--- src/rtl/freq_meas_pkg.sv ---
// Shared definitions for the frequency-measurement result path.
// Provides the data/counter widths, the capture FSM state type and the
// reset value of the running minimum.
package freq_meas_pkg;

    localparam int unsigned FREQ_W = 64;
    localparam int unsigned CNT_W  = 32;

    typedef logic [FREQ_W-1:0] freq_t;

    localparam freq_t MIN_RESET = '1;

    typedef enum logic [1:0] {
        IDLE,
        SETTLE,
        SAMPLE,
        UPDATE
    } state_t;

endpackage

--- src/rtl/freq_result_capture_if.sv ---
// Result handshake between the capture block and the DMA/register side.
//   res_valid : holding register is full (driven by master)
//   res_ready : consumer accepts when res_valid & res_ready (driven by slave)
//   res_data  : latest accepted frequency in Hz (driven by master)
interface freq_result_capture_if;
    import freq_meas_pkg::*;

    logic  res_valid;
    logic  res_ready;
    freq_t res_data;

    modport master (output res_valid, output res_data, input res_ready);
    modport slave  (input res_valid, input res_data, output res_ready);

endinterface

--- src/rtl/freq_stable_sampler.sv ---
// Settle timer and stability qualifier for the asynchronous counter result.
// Ports:
//   sys_clk_50m, sys_rst_n : clock, async active-low reset
//   state                  : capture FSM state owned by the top
//   freq_in                : counter result, asynchronous to sys_clk_50m
//   settle_done_c          : last SETTLE cycle
//   stable_c               : STABLE_SAMPLES equal samples seen this cycle
//   err_c                  : MAX_RETRY mismatches seen this cycle
//   value                  : last sample; holds the qualified value in UPDATE
module freq_stable_sampler
    import freq_meas_pkg::*;
#(
    parameter int unsigned SETTLE_CYCLES  = 1024,
    parameter int unsigned STABLE_SAMPLES = 3,
    parameter int unsigned MAX_RETRY      = 8
) (
    input  logic   sys_clk_50m,
    input  logic   sys_rst_n,
    input  state_t state,
    input  freq_t  freq_in,
    output logic   settle_done_c,
    output logic   stable_c,
    output logic   err_c,
    output freq_t  value
);

    localparam int unsigned TIMER_W = $clog2(SETTLE_CYCLES + 1);
    localparam int unsigned MATCH_W = 4;
    localparam int unsigned RETRY_W = $clog2(MAX_RETRY + 1);

    freq_t              freq_s;
    freq_t              prev_q;
    logic [TIMER_W-1:0] timer_q;
    logic [MATCH_W-1:0] match_q;
    logic [RETRY_W-1:0] retry_q;
    logic               is_match_c;

    // Bus is only trusted once several consecutive captures agree, which
    // covers both metastable bits and inter-bit skew of the async result.
    assign is_match_c    = (freq_s == prev_q);
    assign settle_done_c = (state == SETTLE) && (timer_q == TIMER_W'(SETTLE_CYCLES - 1));
    assign stable_c      = (state == SAMPLE) && is_match_c
                           && (match_q == MATCH_W'(STABLE_SAMPLES - 2));
    assign err_c         = (state == SAMPLE) && !is_match_c
                           && (retry_q == RETRY_W'(MAX_RETRY - 1));
    assign value         = prev_q;

    // Capture stage plus window counters; counters clear outside the window.
    always_ff @(posedge sys_clk_50m or negedge sys_rst_n) begin
        if (!sys_rst_n) begin
            freq_s  <= '0;
            prev_q  <= '0;
            timer_q <= '0;
            match_q <= '0;
            retry_q <= '0;
        end else begin
            freq_s <= freq_in;
            case (state)
                SETTLE: begin
                    timer_q <= timer_q + 1'b1;
                    if (settle_done_c) begin
                        prev_q <= freq_s;
                    end
                end
                SAMPLE: begin
                    prev_q <= freq_s;
                    if (is_match_c) begin
                        match_q <= match_q + 1'b1;
                    end else begin
                        match_q <= '0;
                        retry_q <= retry_q + 1'b1;
                    end
                end
                default: begin
                    timer_q <= '0;
                    match_q <= '0;
                    retry_q <= '0;
                end
            endcase
        end
    end

endmodule

--- src/rtl/freq_result_capture.sv ---
// Samples the 1 s-gate counter result once per gate period, qualifies it by
// stability, keeps min/max/block-average statistics and offers each accepted
// result over a valid/ready handshake.
// Ports:
//   sys_clk_50m, sys_rst_n : 50 MHz clock, async active-low reset
//   gate_1s                : counter gate, high while counting
//   freq_in                : counter result (async, quasi-static)
//   stats_clr              : one-cycle clear of statistics and sticky flags
//   res_if                 : result handshake (master side)
//   freq_min/freq_max      : extremes of accepted values since clear
//   freq_avg, avg_valid    : last block average and its update pulse
//   meas_cnt               : accepted results since clear (saturating)
//   dropped, cap_err       : sticky overrun / capture-error flags
module freq_result_capture
    import freq_meas_pkg::*;
#(
    parameter int unsigned SETTLE_CYCLES  = 1024,
    parameter int unsigned STABLE_SAMPLES = 3,
    parameter int unsigned MAX_RETRY      = 8,
    parameter int unsigned AVG_LOG2       = 3
) (
    input  logic                  sys_clk_50m,
    input  logic                  sys_rst_n,
    input  logic                  gate_1s,
    input  freq_t                 freq_in,
    input  logic                  stats_clr,
    freq_result_capture_if.master res_if,
    output freq_t                 freq_min,
    output freq_t                 freq_max,
    output freq_t                 freq_avg,
    output logic                  avg_valid,
    output logic [CNT_W-1:0]      meas_cnt,
    output logic                  dropped,
    output logic                  cap_err
);

    localparam int unsigned ACC_W = FREQ_W + AVG_LOG2;

    state_t              state_q;
    state_t              state_d;
    logic                gate_q;
    logic                gate_prev_q;
    logic                gate_fall_c;
    logic                settle_done_c;
    logic                stable_c;
    logic                err_c;
    logic                upd_c;
    freq_t               cap_val;
    logic                res_valid_q;
    freq_t               res_data_q;
    logic [ACC_W-1:0]    acc_q;
    logic [AVG_LOG2-1:0] blk_q;

    freq_t               min_base_c;
    freq_t               max_base_c;
    logic [CNT_W-1:0]    cnt_base_c;
    logic [ACC_W-1:0]    acc_base_c;
    logic [ACC_W-1:0]    acc_sum_c;
    logic [AVG_LOG2-1:0] blk_base_c;
    logic                drop_base_c;
    logic                err_base_c;

    assign res_if.res_valid = res_valid_q;
    assign res_if.res_data  = res_data_q;

    freq_stable_sampler #(
        .SETTLE_CYCLES  (SETTLE_CYCLES),
        .STABLE_SAMPLES (STABLE_SAMPLES),
        .MAX_RETRY      (MAX_RETRY)
    ) u_sampler (
        .sys_clk_50m   (sys_clk_50m),
        .sys_rst_n     (sys_rst_n),
        .state         (state_q),
        .freq_in       (freq_in),
        .settle_done_c (settle_done_c),
        .stable_c      (stable_c),
        .err_c         (err_c),
        .value         (cap_val)
    );

    // Gate edge detection on the registered gate.
    always_ff @(posedge sys_clk_50m or negedge sys_rst_n) begin
        if (!sys_rst_n) begin
            gate_q      <= 1'b0;
            gate_prev_q <= 1'b0;
        end else begin
            gate_q      <= gate_1s;
            gate_prev_q <= gate_q;
        end
    end

    assign gate_fall_c = gate_prev_q && !gate_q;
    assign upd_c       = (state_q == UPDATE);

    // State register.
    always_ff @(posedge sys_clk_50m or negedge sys_rst_n) begin
        if (!sys_rst_n) begin
            state_q <= IDLE;
        end else begin
            state_q <= state_d;
        end
    end

    // Next state; gate edges outside IDLE are ignored.
    always_comb begin
        state_d = state_q;
        case (state_q)
            IDLE:    if (gate_fall_c) state_d = SETTLE;
            SETTLE:  if (settle_done_c) state_d = SAMPLE;
            SAMPLE: begin
                if (stable_c) begin
                    state_d = UPDATE;
                end else if (err_c) begin
                    state_d = IDLE;
                end
            end
            UPDATE:  state_d = IDLE;
            default: state_d = IDLE;
        endcase
    end

    // Statistics as seen after a coincident clear, so an UPDATE in the
    // clear cycle becomes the first post-clear entry.
    always_comb begin
        min_base_c  = stats_clr ? MIN_RESET : freq_min;
        max_base_c  = stats_clr ? '0 : freq_max;
        cnt_base_c  = stats_clr ? '0 : meas_cnt;
        acc_base_c  = stats_clr ? '0 : acc_q;
        blk_base_c  = stats_clr ? '0 : blk_q;
        drop_base_c = stats_clr ? 1'b0 : dropped;
        err_base_c  = stats_clr ? 1'b0 : cap_err;
        acc_sum_c   = acc_base_c + ACC_W'(cap_val);
    end

    // Result holding register, statistics and sticky flags.
    always_ff @(posedge sys_clk_50m or negedge sys_rst_n) begin
        if (!sys_rst_n) begin
            res_valid_q <= 1'b0;
            res_data_q  <= '0;
            freq_min    <= MIN_RESET;
            freq_max    <= '0;
            freq_avg    <= '0;
            avg_valid   <= 1'b0;
            meas_cnt    <= '0;
            dropped     <= 1'b0;
            cap_err     <= 1'b0;
            acc_q       <= '0;
            blk_q       <= '0;
        end else begin
            avg_valid <= 1'b0;
            cap_err   <= err_base_c | err_c;
            dropped   <= drop_base_c | (upd_c && res_valid_q && !res_if.res_ready);

            // A load in the same cycle as an accept keeps valid high.
            if (upd_c && !(res_valid_q && !res_if.res_ready)) begin
                res_data_q  <= cap_val;
                res_valid_q <= 1'b1;
            end else if (res_valid_q && res_if.res_ready) begin
                res_valid_q <= 1'b0;
            end

            freq_min <= (upd_c && (cap_val < min_base_c)) ? cap_val : min_base_c;
            freq_max <= (upd_c && (cap_val > max_base_c)) ? cap_val : max_base_c;
            meas_cnt <= (upd_c && (cnt_base_c != '1)) ? cnt_base_c + 1'b1 : cnt_base_c;

            if (upd_c) begin
                if (&blk_base_c) begin
                    freq_avg  <= FREQ_W'(acc_sum_c >> AVG_LOG2);
                    avg_valid <= 1'b1;
                    acc_q     <= '0;
                    blk_q     <= '0;
                end else begin
                    acc_q <= acc_sum_c;
                    blk_q <= blk_base_c + 1'b1;
                end
            end else begin
                acc_q <= acc_base_c;
                blk_q <= blk_base_c;
            end
        end
    end

endmodule

--- src/flat_wrapper.sv ---
// flat-port wrapper written by rule: the top's interface ports become plain ports
module freq_result_capture_flat import freq_meas_pkg::*;
#(
    parameter int unsigned SETTLE_CYCLES  = 1024,
    parameter int unsigned STABLE_SAMPLES = 3,
    parameter int unsigned MAX_RETRY      = 8,
    parameter int unsigned AVG_LOG2       = 3
)
  (sys_clk_50m, sys_rst_n, gate_1s, freq_in, stats_clr, freq_min, freq_max, freq_avg, avg_valid, meas_cnt, dropped, cap_err, res_if_res_valid, res_if_res_data, res_if_res_ready);
  freq_result_capture_if res_if_i ();
  input  logic sys_clk_50m;
  input  logic sys_rst_n;
  input  logic gate_1s;
  input  freq_t freq_in;
  input  logic stats_clr;
  output freq_t freq_min;
  output freq_t freq_max;
  output freq_t freq_avg;
  output logic avg_valid;
  output logic [CNT_W-1:0] meas_cnt;
  output logic dropped;
  output logic cap_err;
  output wire logic [$bits(res_if_i.res_valid)-1:0] res_if_res_valid;
  output wire logic [$bits(res_if_i.res_data)-1:0] res_if_res_data;
  input wire logic [$bits(res_if_i.res_ready)-1:0] res_if_res_ready;
  assign res_if_res_valid = res_if_i.res_valid;
  assign res_if_res_data = res_if_i.res_data;
  assign res_if_i.res_ready = res_if_res_ready;
  freq_result_capture #(.SETTLE_CYCLES(SETTLE_CYCLES), .STABLE_SAMPLES(STABLE_SAMPLES), .MAX_RETRY(MAX_RETRY), .AVG_LOG2(AVG_LOG2)) u_core (.sys_clk_50m(sys_clk_50m), .sys_rst_n(sys_rst_n), .gate_1s(gate_1s), .freq_in(freq_in), .stats_clr(stats_clr), .res_if(res_if_i), .freq_min(freq_min), .freq_max(freq_max), .freq_avg(freq_avg), .avg_valid(avg_valid), .meas_cnt(meas_cnt), .dropped(dropped), .cap_err(cap_err));
endmodule
--- config.mk ---
export PLATFORM = sky130hd
export DESIGN_NAME = freq_result_capture_flat
export DESIGN_NICKNAME = d
export VERILOG_FILES = /design/src/rtl/freq_meas_pkg.sv /design/src/rtl/freq_result_capture_if.sv /design/src/rtl/freq_stable_sampler.sv /design/src/rtl/freq_result_capture.sv /design/src/flat_wrapper.sv
export SDC_FILE = /design/constraint.sdc
export NUM_CORES = 1
export LEC_CHECK = 0
export BUFFER_PORTS_ARGS = -buffer_cell sky130_fd_sc_hd__buf_2
export CORE_ASPECT_RATIO = 1.5
export CORE_MARGIN = 5
export CORE_UTILIZATION = 27
export DETAILED_ROUTE_END_ITERATION = 7
export GPL_TIMING_DRIVEN = 0
export PLACE_DENSITY = 0.4
export SYNTH_ARGS = -nofsm -noshare
export SYNTH_HDL_FRONTEND = slang
export SYNTH_HIERARCHICAL = 1
export SYNTH_SLANG_ARGS = --single-unit
--- constraint.sdc ---
create_clock -name sys_clk_50m -period 5 [get_ports sys_clk_50m]
set_input_delay 0.5 -clock sys_clk_50m [delete_from_list [all_inputs] [get_ports sys_clk_50m]]
set_output_delay 0.5 -clock sys_clk_50m [all_outputs]
set_load 0.005 [all_outputs]
==> metrics.csv, run 1 <==
metric,value,unit
vias,22000,
vias in the first global route,23300,
fin crit share,96.4,%
maxcap violations,0,
Crit Path Max Fanout,18,
CP Class,in -> reg,
YS warnings,6,
Final Setup Violations,0,
sequential fraction of the synthesis area,47.1,%
"FF+latch count, synth",513,
gr usage total,19.4,%
first-pass GRT wire length,158,mm
drt via density,4.87,
Post-synth ARST share,100,%
Peak Freq,208,MHz
Setup Buffers After CTS,0,
unique cell type count in the Yosys netlist,82,
largest net degree at the start of global routing,117,
worst path cell trace,"buf_2, inv_2, clkbuf_1, nand2_1, ha_1, nor2b_1, o21ai_0, nand2b_1, a21oi_1, o21ai_0, nor2b_2, nor4_1, or2_0, a31oi_1, buf_6, buf_12, mux2i_1",
CP required,5.55,ns
Boundary Pins,361,
Clock Sinks,513,
status,"complete, no violations",
final std cells w/o fill,4524,
clock-pin slew on the worst setup and hold paths,0.06,ns
Rel. slew slack,23.7,%
detailed placer's ending HPWL,86.7,mm
die height,401,um
# port buffers,360,
clk buf depth,3,
die width,270,um
initial antenna violation count,4,
clk_skew,0.0350,ns
Clock Latency Late Sink,0.65,ns
RSZ-0062 raised after global routing,no,
synthesis-to-layout area growth,23.4,%
peak supply drop,0.250,mV
DR pass1 iterations,5,
Final Hold Fails,0,
Final Slew Violations,0,
FILL cells,10400,
Sum Neg Setup Slack,0,ns
final core occ,33.5,%
cell mode on critical path,o21ai_0,
pwr dens,280,mW/mm2
"slowest stage delay, CP",0.86,ns
htree depth,2,
# rows,143,
clk root buf,clkbuf_16,
"commonest cells after routing, fill and taps aside","dfrtp_1 (449), nand2_1 (377), buf_2 (368)",
overall power,9500,uW
post-route ant nets,0,
layout cells sized above 1,20.1,%
worst hold slack,0.185,ns
Post-Synthesis Cells,2683,
mean post-synth cell area,10.2,um2
Critical Path Sink Type,register,
1st-iter DRT viols,1231,
Routability Congestion,0.901,
Tmin final,4.82,ns
CP max-delay cell,nor4_1,
Worst setup SP type,primary input,
DRC,0,
total wire length,108,mm
WL per Instance,24.0,um
"commonest non-fill, non-tap cell in the layout",dfrtp_1,
die area,0.108,mm2
Least-Margin Pin Slew,1.13,ns
DP Cell Count,4352,
final net count,3437,
Post-synth top flop,dfrtp_1,
Critical Path AT,5.37,ns
Netlist Area Pre-Place,0.0275,mm2
Post-synth EDFFs,0,
Hold Path Class,in -> reg,
CTS tree,yes,
GRT overflow,0,
syn nets,2951,
Num CTS Buffers,56,
Leak,0.0165,uW
Initial Util,27.2,%
Core ar.,0.101,mm2
-- layer usage --
metal / wire length (um) / track usage, % / vias to the layer above
li1: - / - / 10400
met1: 44200 / 23.2 / 11000
met2: 54300 / 34.6 / 518
met3: 5090 / 3.49 / 156
met4: 4840 / 7.45 / 0
met5: 0 / 0 / -
-- cell families after synthesis --
kind of cell / after synthesis / synth area share, %
xor gates and xnor gates: 171 / 5.46
DFF: 513 / 47.1
AOI/OAI and AO/OA: 565 / 12.2
buffers and inverters: 204 / 3.63
adders and majority gates: 199 / 9.10
muxes: 195 / 8.24
and+or+nand+nor: 836 / 14.3
-- power by group --
group | internal [uW] | switching (uW) | leakage [uW]
combinational | 108 | 226 | 0.00864
sequential | 4200 | 58.7 | 0.00679
clock | 3030 | 1880 | 0.00106
-- cell usage after synthesis (4+ instances only) --
cell / count / share of area (%)
a211oi_1: 13 / 0.36
ha_1: 198 / 9.0
nand2b_1: 12 / 0.27
nor3b_1: 5 / 0.14
inv_1: 88 / 1.2
nand4_1: 65 / 1.5
buf_2: 9 / 0.16
a21oi_1: 115 / 2.1
xnor2_1: 52 / 1.7
or2_2: 5 / 0.11
a21boi_0: 4 / 0.11
nand3_1: 34 / 0.62
nor2_1: 152 / 2.1
a221oi_1: 5 / 0.16
nor3_1: 16 / 0.29
or3_1: 7 / 0.16
a32o_1: 4 / 0.15
nor4_1: 25 / 0.57
a21o_1: 62 / 1.7
mux2_1: 6 / 0.25
clkbuf_1: 87 / 1.2
xor2_1: 119 / 3.8
mux2_4: 60 / 3.3
nand2_1: 377 / 5.2
buf_12: 13 / 0.95
o31ai_1: 15 / 0.41
nor2b_1: 94 / 2.1
buf_1: 4 / 0.055
o21bai_1: 11 / 0.30
a31oi_1: 10 / 0.23
and3_1: 14 / 0.32
o21ai_1: 7 / 0.13
o41ai_1: 5 / 0.16
o21ai_0: 261 / 4.8
and2_1: 8 / 0.18
dfrtp_1: 449 / 41
dfstp_2: 64 / 6.1
o211ai_1: 9 / 0.25
o21a_1: 9 / 0.25
mux2i_1: 128 / 4.7
or4_1: 4 / 0.11
-- per-stage QoR --
step	worst slack, ns	cell area, um2
6_report	0.181	33900
4_1_cts	0.250	33900
3_5_place_dp	-2.83	31000
3_3_place_gp	-7.78	30900
5_1_grt	0.0265	33900
2_1_floorplan	1.11	27500
-- timing repair --
item | in CTS | in global routing
pin swaps | 0 | 1
resized for setup | 18 | 0
hold buffers | 66 | 0
endpoints found under the hold margin | 157 | 0
endpoints found under the setup margin | 154 | 1
gates cloned | 0 | 0
-- flip-flops by register name, summed over array words and instances (netlist names), 2 cells and up --
signal,flops
u_core/acc_q,67
u_core/freq_avg,64
u_core/freq_max,64
u_core/freq_min,64
u_core/res_if.res_data,64
u_core/u_sampler/freq_s,64
u_core/u_sampler/value,64
u_core/meas_cnt,32
u_core/u_sampler/timer_q,11
u_core/u_sampler/match_q,4
u_core/u_sampler/retry_q,4
u_core/blk_q,3
u_core/state_q,2
-- final timing paths --
check                           slack [ns]  depth (start not counted)                       from                          to
worst max-delay path                  0.18                         17                  stats_clr          u_core/freq_max[6]
worst min-delay path                  0.19                          3           res_if_res_ready     u_core/res_if.res_valid
worst max register to register        0.72                         12  u_core/u_sampler/value[1]         u_core/freq_avg[57]
worst min register to register        0.39                          0              u_core/gate_q          u_core/gate_prev_q
max in group asynchronous             2.87                          4                  sys_rst_n  u_core/res_if.res_data[54]
min in group asynchronous             0.54                          2                  sys_rst_n         u_core/freq_avg[19]
-- area by class of cell --
type | instances | area (um2) | area share, %
Sequential cell | 513 | 12900 | 38.1
Inverter | 89 | 334 | 0.986
Multi-Input combinational cell | 1966 | 13600 | 40.0
Tap cell | 1305 | 1630 | 4.82
Buffer | 113 | 674 | 1.99
Clock inverter | 28 | 518 | 1.53
Timing Repair Buffer | 430 | 2580 | 7.62
Antenna cell | 3 | 7.51 | 0.0222
Clock buffer | 77 | 1650 | 4.88
-- critical path: cells and delay by family --
family	cells	cell delay (ns)
adder cells (fa/ha/maj)	1	0.36
AND/OR/NAND/NOR	6	1.73
AO/OA/AOI/OAI	4	0.62
multiplexers	1	0.17
buffers and inverters	5	1.94
No activity file was read; power rests on OpenSTA's default activity.
==> inputs of run 2 (changes only) <==
- ABC_AREA: not set -> 1
==> metrics.csv, run 2 <==
metric,value,unit
Final Slew Violations,0,
Routability Congestion,0.897,
first-pass GRT wire length,189,mm
GRT overflow,0,
post-route ant nets,0,
met2 usage,37.8,%
clk_skew,0.0212,ns
worst hold slack,0.188,ns
Setup Buffers After CTS,0,
final std cells w/o fill,6087,
DRC,0,
final net count,4850,
initial antenna violation count,4,
total wire length,129,mm
CTS tree,yes,
Post-synth top flop,dfrtp_1,
Synth top area share,36.6,%
Post-Synthesis Cells,4091,
Worst Hold Launch,res_if_res_ready,
maxcap violations,0,
Multi-input gate area,0.0150,mm2
CP required,5.51,ns
Worst setup SP type,primary input,
Reg2Reg Depth,14,
# rows,151,
Num CTS Buffers,58,
Final Hold Fails,0,
largest cells by area after synthesis,"dfrtp_1 (37%), nand2_1 (15%), ha_1 (8.1%)",
"commonest non-fill, non-tap cell in the layout",nand2_1,
peak supply drop,0.262,mV
FF-to-FF Start,u_core/u_sampler/value[2],
CP Class,in -> reg,
Crit Path Max Fanout,10,
most numerous cell in the Yosys netlist,nand2_1,
Tmin final,4.65,ns
DP Cell Count,5909,
Leak,0.0193,uW
RR Endpoint,u_core/freq_avg[42],
unique cell type count in the Yosys netlist,55,
busiest grt layer,met2,
clk root buf,clkbuf_16,
Rel. slew slack,8.53,%
status,"complete, no violations",
1st-iter DRT viols,1635,
Clock Latency Late Sink,0.66,ns
synthesis-to-layout area growth,20.7,%
max reg flops,67,
clock-pin slew on the worst setup and hold paths,0.06,ns
"commonest cells after routing, fill and taps aside","nand2_1 (1253), inv_1 (561), dfrtp_1 (449)",
htree depth,2,
layout cells sized above 1,15.3,%
M1 GR Usage,25.0,%
Clock Sinks,513,
register area,0.0129,mm2
r2r setup slk,1.57,ns
clk buf depth,3,
pwr dens,510,mW/mm2
# port buffers,360,
Final Setup Violations,0,
Sum Neg Setup Slack,0,ns
mean post-synth cell area,7.51,um2
fin crit share,92.9,%
die height,423,um
Peak Freq,215,MHz
vias in the first global route,28500,
drt via density,4.67,
Core ar.,0.113,mm2
Post-synth ARST share,100,%
vias,28400,
Netlist Area Pre-Place,0.0307,mm2
FILL cells,12300,
Initial Util,27.2,%
YS warnings,6,
most instantiated cells after synthesis,"nand2_1 (1253), inv_1 (561), dfrtp_1 (449)",
Critical Path AT,5.16,ns
hold path cells,4,
sequential fraction of the synthesis area,42.1,%
Least-Margin Pin Slew,1.36,ns
DR pass1 iterations,5,
Worst Hold Path EP,u_core/res_if.res_valid,
die width,285,um
Top reg by flops,u_core/acc_q,
Boundary Pins,361,
routing usage on met3,2.78,%
Hold Path Class,in -> reg,
detailed placer's ending HPWL,103,mm
gr usage total,20.9,%
syn nets,4359,
"FF+latch count, synth",513,
largest net degree at the start of global routing,112,
Yosys top cell by area,dfrtp_1,
Critical Path Sink Type,register,
WL per Instance,21.2,um
RSZ-0062 raised after global routing,no,
Post-synth EDFFs,0,
die area,0.121,mm2
==> run 2: cell types whose count changed in the layout (fill, tap and decap cells not counted), sizes merged, moves of 55 or more <==
cell and change:
xor2 -67, nand2 +881, a21oi +56, nor2 +286, mux2i -127, a21o -55
buf +59, inv +484, nand3 +200, o21ai -67, nor2b -95
==> run 2: cell families after synthesis <==
kind of cell	count (synthesis)	synth area share, %
simple gates	2109	28.6
buf+inv	697	8.98
flops	513	42.1
compound gates	419	7.19
fa+ha+maj	199	8.13
mux	78	2.86
xor+xnor	76	2.17
==> run 2: area by class of cell <==
class / instances / area share (%)
Timing Repair Buffer: 431 / 7.04
Buffer: 125 / 1.65
Clock inverter: 20 / 0.577
Sequential cell: 513 / 34.9
Multi-Input combinational cell: 2881 / 40.6
Clock buffer: 89 / 4.61
Tap cell: 1453 / 4.90
Inverter: 572 / 5.79
Antenna cell: 3 / 0.0203
==> run 2: worst max-delay path: stages <==
cell and delay [ns]:
buf_2 0.24, buf_6 0.23, buf_2 0.44, clkbuf_1 0.44
buf_2 0.52, nor2_1 0.14, ha_1 0.52, nand2_1 0.16
nand3_1 0.29, nand2_1 0.08, nand2_1 0.17, nand2_1 0.10
a21oi_1 0.36, nand2_1 0.10, nand2_1 0.22, nand2_1 0.15
nand2_1 0.09, nand2_1 0.06, nand3_1 0.23, nand2_1 0.09
==> run 2: worst max-delay path by stage <==
stage	start	end	slack, ns	cells past startpoint
after floorplan	stats_clr	u_core/freq_avg[24]	1.97	15
after global placement	sys_rst_n	u_core/freq_avg[16]	-8.46	1
after detailed placement	stats_clr	u_core/acc_q[50]	-0.27	13
after CTS	stats_clr	u_core/acc_q[50]	0.42	13
after global routing	stats_clr	u_core/freq_avg[42]	0.20	20
final	stats_clr	u_core/freq_avg[42]	0.35	20
==> run 2: layer usage <==
metal,share of wire (%),up-vias
met4,4.4,0
met1,41,13500
met3,4.2,185
met5,0,-
li1,-,14000
met2,50,674
==> run 2: per-stage QoR <==
step	cell area [um2]	total power (uW)	util, %	setup WS, ns
2_1_floorplan	30700	10800	-	1.97
3_3_place_gp	34300	14600	30.4	-8.46
3_5_place_dp	34500	14700	30.5	-0.272
4_1_cts	37100	19300	32.8	0.423
5_1_grt	37100	20300	32.8	0.205
6_report	37100	18900	32.8	0.354
==> run 2: what timing repair did <==
action / CTS / global route
gates resized for setup: 0 / 0
endpoints found under the hold margin: 123 / 0
hold buffers: 66 / 0
==> run 2: where the power goes <==
part	total [uW]	switching [uW]	internal (uW)
Clock	4410	1900	2510
Sequential	7010	1720	5280
Combinational	7490	4800	2680
Total	18900	8420	10500
==> inputs of run 3 (changes only) <==
- CORE_ASPECT_RATIO: 1.5 -> not set
==> metrics.csv, run 3 (synthesized netlist as in run 2, its figures left out) <==
metric,value,unit
Rel. slew slack,30.8,%
CP Class,in -> reg,
Initial Util,27.3,%
Sum Neg Setup Slack,0,ns
cell mode on critical path,nand2_1,
maxcap violations,0,
die area,0.121,mm2
Switch Pwr,8360,uW
sequential share of power,35.2,%
Worst setup SP type,primary input,
status,"complete, no violations",
worst path cell trace,"buf_2, inv_2, buf_6, clkbuf_1, nand2_1, ha_1, nand4_1, or2_1, inv_1, nand2_1, nor3b_1, a31oi_1, nand2_1, buf_2, nand2_1, nand2_1",
initial antenna violation count,4,
CP max-delay cell,nor3b_1,
DR pass1 iterations,7,
Pint,11100,uW
pwr dens,518,mW/mm2
clock-pin slew on the worst setup and hold paths,0.06,ns
met2 usage,33.0,%
largest net degree at the start of global routing,106,
Crit Path Max Fanout,19,
Boundary Pins,361,
Routability Congestion,0.933,
combinational power share,38.2,%
Clock Sinks,513,
RSZ-0062 raised after global routing,no,
drt via density,4.58,
detailed placer's ending HPWL,99.0,mm
Top reg by flops,u_core/acc_q,
synthesis-to-layout area growth,22.2,%
layout cells sized above 1,15.7,%
final core occ,33.3,%
busiest grt layer,met2,
M1 GR Usage,28.1,%
die height,347,um
"commonest cells after routing, fill and taps aside","nand2_1 (1253), inv_1 (561), dfrtp_1 (449)",
Clock Latency Late Sink,0.64,ns
FILL cells,12300,
vias in the first global route,27900,
first-pass GRT wire length,186,mm
Worst Hold Launch,gate_1s,
# port buffers,360,
fin crit share,90.2,%
total wire length,126,mm
# rows,123,
"slowest stage delay, CP",0.72,ns
post-CTS resize count,0,
Final Setup Violations,0,
final net count,4860,
max reg flops,67,
clk root buf,clkbuf_16,
1st-iter DRT viols,1844,
Critical Path Sink Type,register,
Leak,0.0195,uW
critical path startpoint,stats_clr,
Least-Margin Pin Slew,1.04,ns
"commonest non-fill, non-tap cell in the layout",nand2_1,
post-route ant nets,0,
Sw Share,43.0,%
GRT overflow,0,
cell family with most CP delay,simple AND/OR/NAND/NOR gates,
DRC,0,
clk_skew,0.0202,ns
htree depth,3,
Hold Path Class,in -> reg,
WP buf/inv,6,
WL per Instance,20.5,um
CTS tree,yes,
Setup Buffers After CTS,0,
FF-to-FF Start,u_core/u_sampler/value[61],
clock power share,26.5,%
peak supply drop,0.255,mV
vias,28200,
Num CTS Buffers,71,
Critical Path AT,5.08,ns
Final Slew Violations,0,
CP required,5.57,ns
Peak Freq,222,MHz
Final Hold Fails,0,
routing usage on met3,3.85,%
Tmin final,4.51,ns
die width,347,um
clk buf depth,3,
Core ar.,0.113,mm2
gr usage total,20.5,%
==> run 3: path summary, 6_finish.rpt <==
path,to,slack [ns],cells after the start
setup / recovery,u_core/freq_max[60],0.49,16
max in group asynchronous,u_core/res_if.res_data[47],2.75,5
hold reg to reg,u_core/gate_prev_q,0.42,0
hold / removal,u_core/gate_q,0.06,1
min in group asynchronous,u_core/u_sampler/freq_s[13],0.36,2
setup reg to reg,u_core/freq_max[60],1.18,11
==> run 3: final cells by class <==
| type | count | area (um2) | share of cell area, % |
|---|---|---|---|
| multi-input cells | 2881 | 15000 | 40.0 |
| flip-flops and latches | 513 | 12900 | 34.4 |
| repair buffers | 430 | 2600 | 6.93 |
| inverters | 572 | 2150 | 5.72 |
| clock buffers | 105 | 2100 | 5.59 |
| well taps | 1500 | 1880 | 5.00 |
| plain buffers | 123 | 604 | 1.61 |
| clock inverters | 24 | 254 | 0.677 |
| diodes | 3 | 7.51 | 0.0200 |
==> run 3: power groups by stage <==
stage | combinational [uW] | clock, uW | sequential (uW)
floorplan | 4670 | 0 | 6160
global placement | 7380 | 0 | 6980
detailed placement | 7440 | 0 | 6970
CTS | 7520 | 5360 | 6910
global route | 8440 | 5500 | 6990
finish | 7430 | 5160 | 6850
==> run 3: metrics by stage <==
step                      instances  worst slack (ns)  instance area, um2  total power (uW)  hold WS, ns
after detailed placement       5956            -0.694               34500             14400        0.405
final                          6151             0.491               37500             19400       0.0559
after global routing           6148             0.213               37500             20900       0.0103
after global placement         5951             -8.49               34400             14400        0.414
after floorplan                4091              1.97               30700             10800        0.204
after CTS                      6149             0.230               37500             19800      0.00847
==> run 3: per-layer routing <==
| metal | share of wire [%] | routed length (um) |
|---|---|---|
| met1 | 46 | 58600 |
| met2 | 45 | 56700 |
| met3 | 5.6 | 7010 |
| met4 | 3.1 | 3860 |
| met5 | 0 | 0 |
==> run 3: timing repair <==
| item | CTS | global route |
|---|---|---|
| pin swaps | 0 | 0 |
| hold buffers | 65 | 0 |
| endpoints found under the setup margin | 12 | 3 |
| cloned | 0 | 0 |
| endpoints found under the hold margin | 106 | 0 |
